--- config.mk ---
export PLATFORM = sky130hd
export DESIGN_NAME = dmux_dispatch
export DESIGN_NICKNAME = d
export VERILOG_FILES = /design/src/rtl/dmux_disp_pkg.sv /design/src/rtl/dmux_disp_fifo.sv /design/src/rtl/dmux_dispatch.sv
export SDC_FILE = /design/constraint.sdc
export NUM_CORES = 1
export LEC_CHECK = 0
export CAP_MARGIN = 20
export CORE_AREA = 5 5 74 76
export CTS_BUF_LIST = sky130_fd_sc_hd__clkbuf_4 sky130_fd_sc_hd__clkbuf_8
export DETAILED_ROUTE_END_ITERATION = 12
export DIE_AREA = 0 0 79 81
export HOLD_SLACK_MARGIN = 0.15
export PLACE_DENSITY_LB_ADDON = 0.15
export SYNTH_ARGS = -nofsm -noshare
export SYNTH_HDL_FRONTEND = slang
export SYNTH_SLANG_ARGS = --single-unit
export TNS_END_PERCENT = 5
--- constraint.sdc ---
create_clock -name clk -period 3.7 [get_ports clk]
set_input_delay 0.74 -clock clk [delete_from_list [all_inputs] [get_ports clk]]
set_output_delay 0.74 -clock clk [all_outputs]
set_load 0.03 [all_outputs]
--- src/rtl/dmux_disp_pkg.sv ---
// dmux_disp_pkg: shared FSM states, default sizes and FIFO entry layout for dmux_dispatch
package dmux_disp_pkg;
  localparam int DW_DEF = 5;
  localparam int SW_DEF = 4;
  localparam int DEPTH_DEF = 4;
  localparam int HOLD_DEF = 2;
  typedef enum logic {ST_IDLE, ST_DRIVE} state_t;
  typedef struct packed {
    logic bcast;
    logic [SW_DEF-1:0] sel;
    logic [DW_DEF-1:0] data;
  } entry_t;
endpackage

--- src/rtl/dmux_disp_fifo.sv ---
// dmux_disp_fifo: synchronous FIFO with occupancy count; pointers wrap modulo DEPTH
module dmux_disp_fifo #(
  parameter int W = 9,
  parameter int DEPTH = 4
) (
  input  logic                     clk,
  input  logic                     rst_n,
  input  logic                     push,
  input  logic                     pop,
  input  logic [W-1:0]             wdata,
  output logic [W-1:0]             rdata,
  output logic                     full,
  output logic                     empty,
  output logic [$clog2(DEPTH):0]   count
);
  localparam int AW = $clog2(DEPTH);
  logic [W-1:0] mem_q [DEPTH];
  logic [AW-1:0] wp_q, wp_d, rp_q, rp_d;
  logic [AW:0] cnt_q, cnt_d;
  always_comb begin
    wp_d = push ? wp_q + AW'(1) : wp_q;
    rp_d = pop ? rp_q + AW'(1) : rp_q;
    cnt_d = cnt_q + (AW+1)'(push) - (AW+1)'(pop);
  end
  always_ff @(posedge clk) begin
    if (!rst_n) begin
      wp_q <= '0;
      rp_q <= '0;
      cnt_q <= '0;
    end else begin
      wp_q <= wp_d;
      rp_q <= rp_d;
      cnt_q <= cnt_d;
    end
    if (push) mem_q[wp_q] <= wdata;
  end
  assign rdata = mem_q[rp_q];
  assign full = cnt_q == (AW+1)'(DEPTH);
  assign empty = cnt_q == '0;
  assign count = cnt_q;
endmodule

--- src/rtl/dmux_dispatch.sv ---
// dmux_dispatch: FIFO-buffered feeder presenting each word on inn/sel for HOLD cycles.
// Define DMUX_DISP_BCAST_EN to add in_bcast, sweeping one word across every sel value.
module dmux_dispatch import dmux_disp_pkg::*; #(
  parameter int DW = DW_DEF,
  parameter int SW = SW_DEF,
  parameter int DEPTH = DEPTH_DEF,
  parameter int HOLD = HOLD_DEF
) (
  input  logic                     clk,
  input  logic                     rst_n,
  input  logic [DW-1:0]            in_data,
  input  logic [SW-1:0]            in_sel,
`ifdef DMUX_DISP_BCAST_EN
  input  logic                     in_bcast,
`endif
  input  logic                     in_valid,
  output logic                     in_ready,
  output logic [DW-1:0]            inn,
  output logic [SW-1:0]            sel,
  output logic                     out_valid,
  output logic                     busy,
  output logic [$clog2(DEPTH):0]   count
);
  localparam int CW = $clog2(HOLD) + 1;
`ifdef DMUX_DISP_BCAST_EN
  localparam int EW = DW + SW + 1;
`else
  localparam int EW = DW + SW;
`endif
  state_t state_q, state_d;
  logic [CW-1:0] cnt_q, cnt_d;
  logic [DW-1:0] inn_q, inn_d;
  logic [SW-1:0] sel_q, sel_d;
  logic ov_q, ov_d, bc_q, bc_d, rdy_q, rdy_d;
  logic push, pop, full, empty, head_bc;
  logic [EW-1:0] wdata, head;
`ifdef DMUX_DISP_BCAST_EN
  assign wdata = {in_bcast, in_sel, in_data};
  assign head_bc = head[EW-1];
`else
  assign wdata = {in_sel, in_data};
  assign head_bc = 1'b0;
`endif
  // rdy_q keeps in_ready low through reset and raises it on the first edge after release
  assign in_ready = rdy_q && !full;
  assign push = in_valid && in_ready;
  dmux_disp_fifo #(.W(EW), .DEPTH(DEPTH)) u_fifo (
    .clk(clk), .rst_n(rst_n), .push(push), .pop(pop), .wdata(wdata),
    .rdata(head), .full(full), .empty(empty), .count(count)
  );
  always_comb begin
    state_d = state_q;
    cnt_d = cnt_q;
    inn_d = inn_q;
    sel_d = sel_q;
    ov_d = ov_q;
    bc_d = bc_q;
    rdy_d = 1'b1;
    pop = 1'b0;
    if (state_q == ST_DRIVE && cnt_q != '0) cnt_d = cnt_q - CW'(1);
    else if (state_q == ST_DRIVE && bc_q && sel_q != '1) begin
      sel_d = sel_q + SW'(1);
      cnt_d = CW'(HOLD - 1);
    end else if (!empty) begin
      pop = 1'b1;
      inn_d = head[DW-1:0];
      sel_d = head_bc ? '0 : head[DW+SW-1:DW];
      bc_d = head_bc;
      ov_d = 1'b1;
      cnt_d = CW'(HOLD - 1);
      state_d = ST_DRIVE;
    end else begin
      ov_d = 1'b0;
      bc_d = 1'b0;
      state_d = ST_IDLE;
    end
  end
  always_ff @(posedge clk) begin
    if (!rst_n) begin
      state_q <= ST_IDLE;
      cnt_q <= '0;
      inn_q <= '0;
      sel_q <= '0;
      ov_q <= 1'b0;
      bc_q <= 1'b0;
      rdy_q <= 1'b0;
    end else begin
      state_q <= state_d;
      cnt_q <= cnt_d;
      inn_q <= inn_d;
      sel_q <= sel_d;
      ov_q <= ov_d;
      bc_q <= bc_d;
      rdy_q <= rdy_d;
    end
  end
  assign inn = inn_q;
  assign sel = sel_q;
  assign out_valid = ov_q;
  assign busy = state_q != ST_IDLE || !empty;
endmodule

* Word level (Yosys, flattened, before mapping)
Memory sizes are Yosys's and may differ from the RTL's. A register that Yosys moved wholly into a read port is not among the register bits. Index checks and enable logic that the tools add are counted.
Storage, ports and cells: bits of input ports 12, register bits after elaboration 11, output and inout port bits 15, word-level logic and storage cells 33, memories kept 1, memory bits (writable) 36
Cells by class: bitwise gates (word level) 2, equal/unequal tests 2, reduce and logical (&&, ||, !) cells 10, add/sub/neg operators 5, mux-type cells 7
Memory list:
- u_fifo.mem_q | words 4, width 9, read ports 1, clocked after memory_dff 1, write ports 1, line dmux_disp_fifo.sv:17 | logic [W-1:0] mem_q [DEPTH];
Operator list (number):
- $mux 1 | 5
- $add 2x1->2 const B | 2
- $mux 2 | 2
- $add 3x1->3 | 1
- $eq 3x3->1 const B | 1
- $logic_and 1x1->1 | 3
- $logic_not 1->1 | 3
- $logic_not 3->1 | 1
- $sub 3x1->3 | 1
- $ne 2x1->1 const B | 1
- $not 1->1 | 2
- $reduce_and 2->1 | 1
- $reduce_bool 2->1 | 1
- $sub 2x1->2 const B | 1
- $logic_or 1x1->1 | 1

* Logic depth before layout (Yosys ltp)
depth in word-level cells 6, gate-level depth with buffers 13, depth with buffers taken out 12

* Cells and area by module
Synthesis repeated with hierarchy kept, for this count alone.
Unflattened totals: cell total of the unflattened synthesis 148, area total of the unflattened synthesis 2299.7 um2
Modules (own cells, without submodules):
- dmux_disp_fifo | times used 1, cells an instance 90, sequential area each 1261.2 um2, area an instance 1744.2 um2
- dmux_dispatch | times used 1, cells an instance 58, sequential area each 260.2 um2, area an instance 555.5 um2

* Least setup slack after synthesis
OpenSTA, ideal clock, no wires.
path type register to register, start register u_fifo.cnt_q[1] (netlist: u_fifo.count[1]), end register u_fifo.cnt_q[2] (netlist: u_fifo.count[2]), period minus slack after synthesis 2.446 ns, library setup time 0.078 ns, slack 1.254 ns, buffers on the path 0, data required time 3.622 ns, stages on the path, launching flop included 11, arrival time 2.368 ns, cells stage by stage dfxtp_1 -> nor3_2 -> nor2_2 -> ha_1 -> inv_1 -> ha_1 -> inv_1 -> fa_1 -> xor2_1 -> and2_1 -> nor3_1
Between the ends: elaborated cells between the ends (all ways) 9, classes of those cells add/sub (2); eq/ne (1); mux (2); reduce/logical (4)
RTL lines:
- start, declared | line dmux_disp_fifo.sv:19 | logic [AW:0] cnt_q, cnt_d;
- start signal, assigned | line dmux_disp_fifo.sv:33 | cnt_q <= cnt_d;
- $logic_not 3->1 | line dmux_disp_fifo.sv:39 | assign empty = cnt_q == '0;
- $mux 1 | line dmux_dispatch.sv:64 | end else if (!empty) begin
- $mux 1 | line dmux_dispatch.sv:60 | if (state_q == ST_DRIVE && cnt_q != '0) cnt_d = cnt_q - CW'(1);
- net pop | line dmux_dispatch.sv:35 | logic push, pop, full, empty, head_bc;
- $sub 3x1->3 | line dmux_disp_fifo.sv:23 | cnt_d = cnt_q + (AW+1)'(push) - (AW+1)'(pop);
The timed path passes the listed nets, and every way through them passes these cells. A chain may end at the register's enable or synchronous reset.

* Final worst setup path
start register u_fifo.cnt_q[1] (netlist: u_fifo.count[1]), end output port busy
Between the ends: cells in the longest elaborated chain, start to end 3
Ends and longest elaborated chain:
- $logic_not 3->1 | line dmux_disp_fifo.sv:39
- $logic_not 1->1 | line dmux_dispatch.sv:100 | assign busy = state_q != ST_IDLE || !empty;
- $logic_or 1x1->1 | line dmux_dispatch.sv:100
- end, declared | line dmux_dispatch.sv:21 | output logic busy,
No other way between the ends.

==> run metrics <==
WL final 3.83 mm; routed via count 1206; Synth Area in Compound Gates 0.0623; crit-path max FO 10; Avg WL per Cell 16.9 um; layout cell share with drive strength beyond 1 0.0694; initial antenna violation count 0; post-CTS sizing 0; die area 0.00640 sq mm; IO Count 27; unrepaired setup endpoints after global routing no; die outline height 81 um; peak supply drop 0.310 mV; Hold Vio Cnt, Final 0; All-Layer GR Usage 0.132; H-Tree Depth 2; Yosys top cell area share 0.481; Setup crit end kind output port; Worst-path clk slew 0.09 ns; syn_nets 164; CP Launch Type flip-flop; port buffer count 26; Async SR Flop Fraction 0; Max-Slew Margin vs Limit 0.570; Yosys cell types 30; synthesis-to-finish area growth 17.9%; Worst Skew 0.00397 ns; cell row count 25; placed cells 219; final period utilization 0.736; sequential share of the synthesized area 0.659; crit path kind flip-flop to output port; Non-Filler Instances 227; Congestion Overflow GR 0; nets 192; post-DP HPWL 2.62 mm; Setup violations, final 0; xor-xnor portion of the synthesized cell area 0.00389; Worst-Skew Late Latency 0.30 ns; setup bufs post-CTS 0; Ys Warns 0; placer congestion estimate 0.754; drt pass-1 iters 4; Core ar. 0.00466 sq mm; Arr. time, crit path 1.98 ns; Antenna diodes 0; maxcap violations 0; Final ANT Viol Nets 0; Cells after Synth 144; largest family of logic cells by synthesized area multiplexers; Period minus WS final 2.72 ns; Worst Hold Slack 0.474 ns; mux share of post-synthesis cell area 0.114; total power 0.00192 W; Worst Hold Class flip-flop to flip-flop; CTS tree done; largest net degree at the start of global routing 18; Bufs on Longest Clock Path 2; Synth Area in Adders 0.0478; Seq cells post-synth 56; Leak 0.929 nW; status finished clean; Max Slew Vio Count 0; CTS root buf clkbuf_8; drt via density 5.31; Area contributors post-synth edfxtp_1 48%, dfxtp_1 18%, mux4_1 11%; Total Negative Setup Slacks 0 ns; number of buffers created by CTS 5; synthesized area per cell 15.6 sq um; synth cell count leaders 36 x edfxtp_1, 20 x dfxtp_1, 15 x nand2_1; WP data required 2.96 ns; Initial Util 0.483; most frequent cell after synthesis edfxtp_1; number of global-route vias before repair 1276; Slew @ Worst Pin 0.644 ns; cts hold-fix bufs 0; clk sinks 56; Synth Flop Type edfxtp_1; power per cell area 724 mW/mm^2; simple-gate share of the synthesized area 0.0795; Post-synth EDFFs 36; Fmax achieved 367 MHz; Post-route DRC 0; die extent in x 79 um; first-pass GRT wire length 6.13 mm; Mapped Area 0.00225 sq mm; initial drt markers 39; Yosys top cell by area edfxtp_1
-- final timing paths --
kind                   startpoint               to  slack, ns  depth (start not counted)
setup reg to reg         cnt_q[0]  u_fifo.count[2]       1.05                         12
hold reg to reg          cnt_q[1]         cnt_q[1]       0.47                          2
hold / removal           cnt_q[1]         cnt_q[1]       0.47                          2
setup / recovery  u_fifo.count[1]             busy       0.98                          3
-- flip-flops by register name, indices dropped and copies added (netlist names) --
name	cells
u_fifo.count	3
out_valid	1
inn	5
cnt_q	2
u_fifo.wp_q	2
u_fifo.rp_q	2
u_fifo.mem_q	36
sel	4
rdy_q	1
-- power by group --
group	leakage, nW	switching [W]	total, W	internal, W
combinational	0.384	0.000361	0.000674	0.000313
sequential	0.492	0.000103	0.000867	0.000765
clock	0.0532	0.000183	0.000380	0.000197
-- through the flow --
| step | area [sq um] | utilization | worst slack, ns |
|---|---|---|---|
| floorplan | 2250 | - | 1.25 |
| global placement | 2550 | 0.546 | 1.13 |
| detailed placement | 2550 | 0.546 | 1.05 |
| CTS | 2650 | 0.569 | 0.931 |
| global route | 2650 | 0.569 | 0.785 |
| finish | 2650 | 0.569 | 0.975 |
-- cell type report --
class,instances,area [sq um]
Fill cell,378,2010
Inverter,10,37.5
Timing Repair Buffer,27,268
Sequential cell,56,1480
Clock inverter,3,37.5
Tap cell,54,67.6
Multi-Input combinational cell,72,692
Clock buffer,5,68.8
-- cell families (layout without fill, tap and decap cells) --
logic type      Yosys count  after routing
buf+inv                  16             45
compound gates           18             18
xor+xnor                  1              1
fa+ha+maj                 8              8
simple gates             34             34
mux                      11             11
flops                    56             56
-- critical path: stages (launching register included) --
cell             delay (ns)
dfxtp_1                0.40
nor3_2                 0.57
nand2b_1               0.10
clkdlybuf4s50_1        0.61
-- cells in the final DEF (no fill, tap or decap), types with 3 or more instances in the layout --
cell	count
mux4_1	9
edfxtp_1	36
ha_1	7
dfxtp_1	20
nand2b_1	3
and2_1	6
clkbuf_8	5
clkdlybuf4s50_1	26
nand2_1	15
o2bb2ai_1	9
a21oi_1	4
inv_1	9
-- metal layers --
layer,track usage,wire [um],part of all wire
met4,0.0567,60,0.016
met5,0,0,0
met3,0.0333,139,0.036
met2,0.251,2050,0.54
met1,0.138,1580,0.41
Power figures use the tool's default switching activity.
